===== src/rtl/riscv_fetch_queue_if.sv =====
// Fetch-queue bus bundle: IMEM request/response channel, redirect input and
// the F/D-stage handshake plus queue occupancy.
//   master : the fetch queue (drives imem_req/addr, fd_*, count)
//   slave  : the environment (IMEM, execute-stage redirect, decode stage)
interface riscv_fetch_queue_if #(
  parameter int XLEN  = 32,
  parameter int DEPTH = 4
);
  logic                         imem_req;
  logic [XLEN-1:0]              imem_addr;
  logic                         imem_gnt;
  logic                         imem_rvalid;
  logic [31:0]                  imem_rdata;
  logic                         redirect;
  logic [XLEN-1:0]              redirect_pc;
  logic                         fd_valid;
  logic                         fd_ready;
  logic [31:0]                  fd_instr;
  logic [XLEN-1:0]              fd_pc;
  logic [XLEN-1:0]              fd_pcplus4;
  logic [$clog2(DEPTH+1)-1:0]   count;

  modport master (
    output imem_req, imem_addr, fd_valid, fd_instr, fd_pc, fd_pcplus4, count,
    input  imem_gnt, imem_rvalid, imem_rdata, redirect, redirect_pc, fd_ready
  );
  modport slave (
    input  imem_req, imem_addr, fd_valid, fd_instr, fd_pc, fd_pcplus4, count,
    output imem_gnt, imem_rvalid, imem_rdata, redirect, redirect_pc, fd_ready
  );
endinterface


===== src/rtl/riscv_fetch_queue.sv =====
// Instruction-fetch front end: issues in-order word fetches to a req/gnt IMEM,
// buffers responses in a DEPTH-entry prefetch queue and presents
// {instr, pc, pc+4} to the F/D stage with valid/ready. A redirect flushes the
// queue and drops every response still in flight.
// Ports:
//   clk  - system clock
//   rst  - synchronous reset, active-high
//   bus  - riscv_fetch_queue_if.master (IMEM channel, redirect, F/D handshake, count)
// Optional feature: define RISCV_FETCH_BYPASS_EN to forward a response straight
// to fd_* when the queue is empty (0-cycle latency); default is fully queued.
module riscv_fetch_queue #(
  parameter int              XLEN     = 32,
  parameter int              DEPTH    = 4,
  parameter logic [XLEN-1:0] RESET_PC = '0
) (
  input logic                 clk,
  input logic                 rst,
  riscv_fetch_queue_if.master bus
);
  localparam int AW = $clog2(DEPTH);
  localparam int CW = $clog2(DEPTH+1);
  // In-flight counters carry headroom for stale responses piling up across
  // back-to-back redirects while IMEM is slow.
  localparam int OW = AW + 4;
  localparam logic [XLEN-1:0] WORD_MASK = ~XLEN'(3);

  logic [XLEN-1:0] fetch_pc;
  logic [31:0]     q_instr [DEPTH];
  logic [XLEN-1:0] q_pc    [DEPTH];
  logic [XLEN-1:0] tag     [DEPTH];   // PC of each live request, in grant order
  logic [AW-1:0]   rd_ptr, wr_ptr, tag_rd, tag_wr;
  logic [CW-1:0]   count;
  logic [OW-1:0]   live, drop, live_nxt, drop_nxt;

  logic            flush, grant, stale_rsp, live_rsp, byp, pop, q_pop, push;
  logic            hd_valid;
  logic [31:0]     hd_instr;
  logic [XLEN-1:0] hd_pc;

  assign flush = rst | bus.redirect;

  // Only live requests reserve queue space; stale ones are dropped on arrival.
  assign bus.imem_req  = !flush && ((OW'(count) + live) < OW'(DEPTH));
  assign bus.imem_addr = fetch_pc;
  assign grant         = bus.imem_req & bus.imem_gnt;

  // Responses come back in order, so all stale ones precede any live one.
  assign stale_rsp = bus.imem_rvalid && (drop != '0);
  assign live_rsp  = bus.imem_rvalid && (drop == '0) && (live != '0);

`ifdef RISCV_FETCH_BYPASS_EN
  assign byp = live_rsp && (count == '0) && !flush;
`else
  assign byp = 1'b0;
`endif

  always_comb begin
    hd_valid = (count != '0);
    hd_instr = q_instr[rd_ptr];
    hd_pc    = q_pc[rd_ptr];
    if (byp) begin
      hd_valid = 1'b1;
      hd_instr = bus.imem_rdata;
      hd_pc    = tag[tag_rd];
    end
  end

  // Data is forced to zero when nothing is presented, so reset leaves fd_* at 0.
  assign bus.fd_valid   = hd_valid;
  assign bus.fd_instr   = hd_valid ? hd_instr : '0;
  assign bus.fd_pc      = hd_valid ? hd_pc : '0;
  assign bus.fd_pcplus4 = hd_valid ? hd_pc + XLEN'(4) : '0;
  assign bus.count      = count;

  assign pop   = hd_valid && bus.fd_ready && !flush;
  assign q_pop = pop && !byp;
  // A bypassed response taken by F/D this cycle never enters the queue.
  assign push  = live_rsp && !(byp && bus.fd_ready);

  assign live_nxt = live + OW'(grant) - OW'(live_rsp);
  assign drop_nxt = drop - OW'(stale_rsp);

  always_ff @(posedge clk) begin
    if (flush) begin
      fetch_pc <= rst ? (RESET_PC & WORD_MASK) : (bus.redirect_pc & WORD_MASK);
      rd_ptr   <= '0;
      wr_ptr   <= '0;
      tag_rd   <= '0;
      tag_wr   <= '0;
      count    <= '0;
      live     <= '0;
      // Everything still outstanding after this cycle's traffic becomes stale.
      drop     <= drop_nxt + live_nxt;
    end else begin
      if (grant) begin
        fetch_pc <= fetch_pc + XLEN'(4);
        tag_wr   <= tag_wr + AW'(1);
      end
      if (live_rsp) tag_rd <= tag_rd + AW'(1);
      if (push)     wr_ptr <= wr_ptr + AW'(1);
      if (q_pop)    rd_ptr <= rd_ptr + AW'(1);
      count <= count + CW'(push) - CW'(q_pop);
      live  <= live_nxt;
      drop  <= drop_nxt;
    end
  end

  // Storage needs no reset: every read is qualified by count/live.
  always_ff @(posedge clk) begin
    if (grant) tag[tag_wr] <= fetch_pc;
    if (push && !flush) begin
      q_instr[wr_ptr] <= bus.imem_rdata;
      q_pc[wr_ptr]    <= tag[tag_rd];
    end
  end
endmodule


===== src/flat_wrapper.sv =====
// flat-port wrapper written by rule: the top's interface ports become plain ports
module riscv_fetch_queue_flat 
#(
  parameter int              XLEN     = 32,
  parameter int              DEPTH    = 4,
  parameter logic [XLEN-1:0] RESET_PC = '0
)
  (clk, rst, bus_imem_req, bus_imem_addr, bus_fd_valid, bus_fd_instr, bus_fd_pc, bus_fd_pcplus4, bus_count, bus_imem_gnt, bus_imem_rvalid, bus_imem_rdata, bus_redirect, bus_redirect_pc, bus_fd_ready);
  riscv_fetch_queue_if #(.XLEN(XLEN), .DEPTH(DEPTH)) bus_i ();
  input logic clk;
  input logic rst;
  output wire logic [$bits(bus_i.imem_req)-1:0] bus_imem_req;
  output wire logic [$bits(bus_i.imem_addr)-1:0] bus_imem_addr;
  output wire logic [$bits(bus_i.fd_valid)-1:0] bus_fd_valid;
  output wire logic [$bits(bus_i.fd_instr)-1:0] bus_fd_instr;
  output wire logic [$bits(bus_i.fd_pc)-1:0] bus_fd_pc;
  output wire logic [$bits(bus_i.fd_pcplus4)-1:0] bus_fd_pcplus4;
  output wire logic [$bits(bus_i.count)-1:0] bus_count;
  input wire logic [$bits(bus_i.imem_gnt)-1:0] bus_imem_gnt;
  input wire logic [$bits(bus_i.imem_rvalid)-1:0] bus_imem_rvalid;
  input wire logic [$bits(bus_i.imem_rdata)-1:0] bus_imem_rdata;
  input wire logic [$bits(bus_i.redirect)-1:0] bus_redirect;
  input wire logic [$bits(bus_i.redirect_pc)-1:0] bus_redirect_pc;
  input wire logic [$bits(bus_i.fd_ready)-1:0] bus_fd_ready;
  assign bus_imem_req = bus_i.imem_req;
  assign bus_imem_addr = bus_i.imem_addr;
  assign bus_fd_valid = bus_i.fd_valid;
  assign bus_fd_instr = bus_i.fd_instr;
  assign bus_fd_pc = bus_i.fd_pc;
  assign bus_fd_pcplus4 = bus_i.fd_pcplus4;
  assign bus_count = bus_i.count;
  assign bus_i.imem_gnt = bus_imem_gnt;
  assign bus_i.imem_rvalid = bus_imem_rvalid;
  assign bus_i.imem_rdata = bus_imem_rdata;
  assign bus_i.redirect = bus_redirect;
  assign bus_i.redirect_pc = bus_redirect_pc;
  assign bus_i.fd_ready = bus_fd_ready;
  riscv_fetch_queue #(.XLEN(XLEN), .DEPTH(DEPTH), .RESET_PC(RESET_PC)) u_core (.clk(clk), .rst(rst), .bus(bus_i));
endmodule

===== config.mk =====
export PLATFORM = sky130hd
export DESIGN_NAME = riscv_fetch_queue_flat
export DESIGN_NICKNAME = d
export VERILOG_FILES = /design/src/rtl/riscv_fetch_queue_if.sv /design/src/rtl/riscv_fetch_queue.sv /design/src/flat_wrapper.sv
export SDC_FILE = /design/constraint.sdc
export NUM_CORES = 1
export LEC_CHECK = 0
export ABC_AREA = 1
export BUFFER_PORTS_ARGS = -buffer_cell sky130_fd_sc_hd__buf_2
export CORE_MARGIN = 2
export CORE_UTILIZATION = 40
export CTS_BUF_LIST = sky130_fd_sc_hd__clkbuf_8
export DETAILED_ROUTE_END_ITERATION = 10
export PLACE_DENSITY = 0.63
export SYNTH_ARGS = -nofsm -noshare
export SYNTH_HDL_FRONTEND = slang
export SYNTH_SLANG_ARGS = --single-unit
export TNS_END_PERCENT = 5

===== constraint.sdc =====
create_clock -name clk -period 6.46 [get_ports clk]
set_clock_uncertainty 0.2 [all_clocks]
set_input_delay 1.292 -clock clk [delete_from_list [all_inputs] [get_ports clk]]
set_output_delay 1.292 -clock clk [all_outputs]
set_load 0.005 [all_outputs]

### Word level (Yosys, flattened, before mapping)

Memories as Yosys holds them, arrays and structs flattened. A register that Yosys moved wholly into a read port is not among the register bits.
Cells that the tools add are included.

| operators by class | value |
|---|---|
| divide/modulo/power cells | 0 |
| muxes and demuxes | 17 |
| equality and inequality tests | 0 |
| $mul | 0 |
| bitwise logic cells | 2 |
| $add $sub $neg | 13 |
| $lt $le $gt $ge | 1 |
| shift operators | 0 |
| reductions and logical operators | 13 |

Operators with widths:

| operator | count |
|---|---|
| two-way mux 32 bit | 6 |
| adder 32 x 3 -> 32 bit, second input constant | 2 |
| two-way mux 2 bit | 6 |
| nonzero test 6 bit | 2 |
| subtractor 6 x 1 -> 6 bit | 2 |
| adder 2 x 1 -> 2 bit, second input constant | 4 |
| logical AND 1 bit | 7 |
| adder 3 x 6 -> 6 bit | 1 |
| adder 6 x 1 -> 6 bit | 1 |
| adder 6 bit | 1 |
| logical NOT 6 bit | 1 |
| < comparator 6 x 3 -> 1 bit, second input constant | 1 |
| two-way mux 6 bit | 1 |
| two-way mux 1 bit | 4 |
| adder 3 x 1 -> 3 bit | 1 |
| nonzero test 3 bit | 1 |
| subtractor 3 x 1 -> 3 bit | 1 |
| nonzero test 2 bit | 1 |
| AND 1 bit | 1 |
| logical NOT 1 bit | 1 |
| bitwise OR 1 bit | 1 |

| storage, ports and cells | value |
|---|---|
| logic and storage cells | 57 |
| memory bits (writable) | 384 |
| register bits | 55 |
| input port bits | 70 |
| output and inout bits | 133 |
| memories kept | 3 |
| memory bits (read-only) | 0 |
| bits in latches | 0 |

Memories:

| memory | words | width | rd ports | clocked after Yosys merged registers in | wr ports | line | RTL |
|---|---|---|---|---|---|---|---|
| u_core.q_instr | 4 | 32 | 1 | 1 | 1 | riscv_fetch_queue.sv:28 | `logic [31:0] q_instr [DEPTH];` |
| u_core.q_pc | 4 | 32 | 1 | 1 | 1 | riscv_fetch_queue.sv:29 | `logic [XLEN-1:0] q_pc [DEPTH];` |
| u_core.tag | 4 | 32 | 1 | 1 | 1 | riscv_fetch_queue.sv:30 | `logic [XLEN-1:0] tag [DEPTH];` |

### Longest topological paths before layout

| logic depth | value |
|---|---|
| word-level depth | 8 |
| depth in mapped cells | 22 |
| mapped depth without buffers | 22 |

### Worst setup path before layout

OpenSTA, ideal clock, no wires.

| path | value |
|---|---|
| path type | input -> register |
| start point | input bus_imem_rvalid |
| end point | memory u_core.q_instr[0][0], enable pin |
| required time | 5.778 ns |
| arrival | 4.665 ns |
| stages | 4 |
| path slack | 1.113 ns |
| library setup time | 0.482 ns |
| cell sequence | inv_1 > nor3_1 > nand2_1 > nor2_1 |

| on the way | value |
|---|---|
| word-level cells in the longest chain between the ends | 5 |

RTL lines:

| what | line | RTL |
|---|---|---|
| start: declaration | flat_wrapper.sv:20 | `input wire logic [$bits(bus_i.imem_rvalid)-1:0] bus_imem_rvalid;` |
| logical AND 1 bit (2 in a row) | riscv_fetch_queue.sv:49 | `assign live_rsp = bus.imem_rvalid && (drop == '0) && (live != '0);` |
| net u_core.live_rsp | riscv_fetch_queue.sv:35 | `logic flush, grant, stale_rsp, live_rsp, byp, pop, q_pop, push;` |
| logical AND 1 bit | riscv_fetch_queue.sv:111 | `if (push && !flush) begin` |
| two-way mux 1 bit | riscv_fetch_queue.sv:111 |  |
| two-way mux 1 bit (implied by the code) | riscv_fetch_queue.sv:112 | `q_instr[wr_ptr] <= bus.imem_rdata;` |
| end: declaration | riscv_fetch_queue.sv:28 |  |

The timed path passes the listed nets, and every way through them passes these cells.

==> results.sh <==
export IMPL_grt_max_degree=83
export IMPL_rows=80
export IMPL_first_iter_violations=1109
export IMPL_synth_edf_count=398
export IMPL_hold_path_class="flip-flop to flip-flop"
export IMPL_syn_inst=1957
export IMPL_final_nets=2269
export IMPL_multiInputGateArea_mm2=0.00613
export IMPL_drtAntennaViolNets=0
export IMPL_reg2reg_setup_slack_ps=2370
export IMPL_h_tree_depth=3
export IMPL_reg2reg_depth=22
export IMPL_power_mw=5.73
export IMPL_worstMarginPinSlew_ps=1200
export IMPL_grt_pass1_wl_um=76300
export IMPL_clk_path_buf_depth=3
export IMPL_cts_root_buffer="clkbuf_8"
export IMPL_initial_core_util=0.407
export IMPL_p_comb_frac=0.050
export IMPL_post_route_period_util=0.849
export IMPL_status="finished clean"
export IMPL_ys_types=39
export IMPL_viasPerCell=5.08
export IMPL_critPathKind="flip-flop to output pin"
export IMPL_async_flop_share=0
export IMPL_avgSynthCellArea_um2=9.96
export IMPL_slew_headroom=0.197
export IMPL_register_area_mm2=0.0125
export IMPL_hold_ws_ps=265
export IMPL_io_pin_count=203
export IMPL_final_common_cell="nand2_1"
export IMPL_dp_hpwl_um=32500
export IMPL_end_kind="output pin"
export IMPL_drt_wl_total_um=49900
export IMPL_pre_cts_ws_ps=1600
export IMPL_wire_per_inst_um=17.6
export IMPL_grt_antenna_before_repair=1
export IMPL_place_congestion=0.918
export IMPL_cts_inserted_buffers=72
export IMPL_fin_tns_setup_ps=0
export IMPL_rsz0062_at_grt="false"
export IMPL_fin_ws_ps=975
export IMPL_die_h_um=225
export IMPL_power_frac_clock=0.402
export IMPL_fillerInstances=4485
export IMPL_post_cts_buffers=0
export IMPL_seqPwrFrac=0.548
export IMPL_remaining_drc_errors=0
export IMPL_clk_pin_slew_ps=60
export IMPL_core_area_mm2=0.0479
export IMPL_hold_buffers=0
export IMPL_fin_crit_ps=5480
export IMPL_synth_top_flop_cell="edfxtp_1"
export IMPL_cts_tree="built"
export IMPL_dieWidth_um=225
export IMPL_met1_usage=0.270
export IMPL_die_area_mm2=0.0505
export IMPL_fin_util=0.467
export IMPL_holdCritStartpoint="u_core.rd_ptr[1]$_SDFFE_PN0P_"
export IMPL_vias=14391
export IMPL_crit_fanout=55
export IMPL_cp_data_arrival_time_ps=3990
export IMPL_synth_warnings=0
export IMPL_synthesis_area_mm2=0.0195
export IMPL_r2r_end="u_core.drop[5]$_DFF_P_"
export IMPL_finalHoldViolCount=0
export IMPL_port_buffers=194
export IMPL_cp_required_ps=4970
export IMPL_clock_latency_ps=650
export IMPL_r2r_start="u_core.bus.count[2]$_SDFF_PN0_"
export IMPL_layout_common_cells="477 x nand2_1, 398 x edfxtp_1, 338 x nor2_1"
export IMPL_area_growth_pct=14.8
export IMPL_grt_pass1_vias=13831
export IMPL_ir_drop_mv=0.202
export IMPL_switchingPower_mw=1.33
export IMPL_synth_seq_area_share=0.641
export IMPL_p_int_mw=4.40
export IMPL_power_density_mw_per_mm2=256
export IMPL_max_cap_viol_count=0
export IMPL_grt_busiest_layer="met2"
export IMPL_grtUsageTotal=0.197
export IMPL_drive_gt1_frac=0.158
export IMPL_p_sw_frac=0.232
export IMPL_crit_path_start_kind="flip-flop"
export IMPL_endpoint="bus_fd_pcplus4[24]"
export IMPL_max_freq_mhz=182
export IMPL_clock_sinks=425
export IMPL_setup_violations=0
export IMPL_met3_usage=0.0408
export IMPL_cts_resized=0
export IMPL_ys_seq_elements=425
export IMPL_first_pass_iters=5
export IMPL_grt_overflow=0
export IMPL_p_leak_nw=8.98
export IMPL_drv_slew=0
export IMPL_met2_usage=0.313
[cell usage after synthesis, drive strengths merged, types with 3 or more instances]
cell type / instances / area share
nand4: 19 / 0.0061
a21oi: 64 / 0.016
a22o: 4 / 0.0018
dfxtp: 27 / 0.028
nor3: 26 / 0.0067
o21ai: 168 / 0.043
ha: 30 / 0.019
nand3b: 4 / 0.0015
o22ai: 30 / 0.0096
clkbuf: 47 / 0.0090
nand3: 88 / 0.023
edfxtp: 398 / 0.61
nor2: 362 / 0.072
buf: 42 / 0.015
xor2: 16 / 0.0072
fa: 3 / 0.0031
inv: 125 / 0.024
xnor2: 6 / 0.0027
o211ai: 4 / 0.0015
nand2: 481 / 0.093
[stage by stage]
stage | instance area (µm²) | std cells
finish | 22400 | 2833
global route | 22400 | 2832
CTS | 22400 | 2831
detailed placement | 21000 | 2707
global placement | 21000 | 2707
floorplan | 19500 | 1962
[worst max-delay path, cell delays in order (launching register included)]
cell and delay [ps]:
dfxtp_4 750, clkinv_2 480, buf_4 390, nand2_1 90
nand3_1 60, nand2_1 140, ha_1 240, inv_1 130
nor2_1 510, nand3_1 150, nand2_1 80, nand2_1 70
nor2_1 100, buf_2 140
[how the worst min path moves through the flow]
stage	endpoint	slack [ps]	depth (start not counted)
after floorplan	flip-flop	240	2
after global placement	flip-flop	250	2
after detailed placement	flip-flop	260	2
after CTS	flip-flop	280	1
after global routing	flip-flop	300	2
final	flip-flop	260	2
[cells by family after synthesis]
group                      share of synthesized area
and+or+nand+nor                                0.203
DFF                                            0.641
AOI/OAI and AO/OA                             0.0761
buffers and inverters                         0.0482
adders and majority gates                     0.0223
xor gates and xnor gates                     0.00988
other                                       0.000192
[state kept, by name, indices dropped and copies added (netlist names), named ones only]
name and count:
u_core.live 6, u_core.q_pc 120, u_core.bus.imem_addr 30, u_core.tag_wr 2, u_core.wr_ptr 2, u_core.tag_rd 2, u_core.tag 120, u_core.bus.count 3
u_core.drop 6, u_core.q_instr 128, u_core.rd_ptr 2
[area by class of cell]
class,instances,area share
Sequential cell,425,0.558
Multi-Input combinational cell,1322,0.274
Timing Repair Buffer,219,0.0518
Antenna cell,2,0.000224
Inverter,126,0.0212
Tap cell,615,0.0344
Clock inverter,52,0.0162
Clock buffer,72,0.0443
[power groups by stage]
stage | Combinational [mW] | Sequential, mW | Clock (mW)
3_5_place_dp | 0.287 | 3.20 | 0
6_report | 0.286 | 3.14 | 2.31
5_1_grt | 0.329 | 3.15 | 2.48
3_3_place_gp | 0.278 | 3.19 | 0
2_1_floorplan | 0.189 | 3.17 | 0
4_1_cts | 0.289 | 3.14 | 2.37
[layer usage]
| metal | vias up | share of wire |
|---|---|---|
| met1 | 6760 | 0.45 |
| met4 | 0 | 0.021 |
| met2 | 492 | 0.46 |
| li1 | 7063 | - |
| met3 | 76 | 0.069 |
| met5 | - | 0 |
Note: power is estimated with default switching activity, not from simulation.
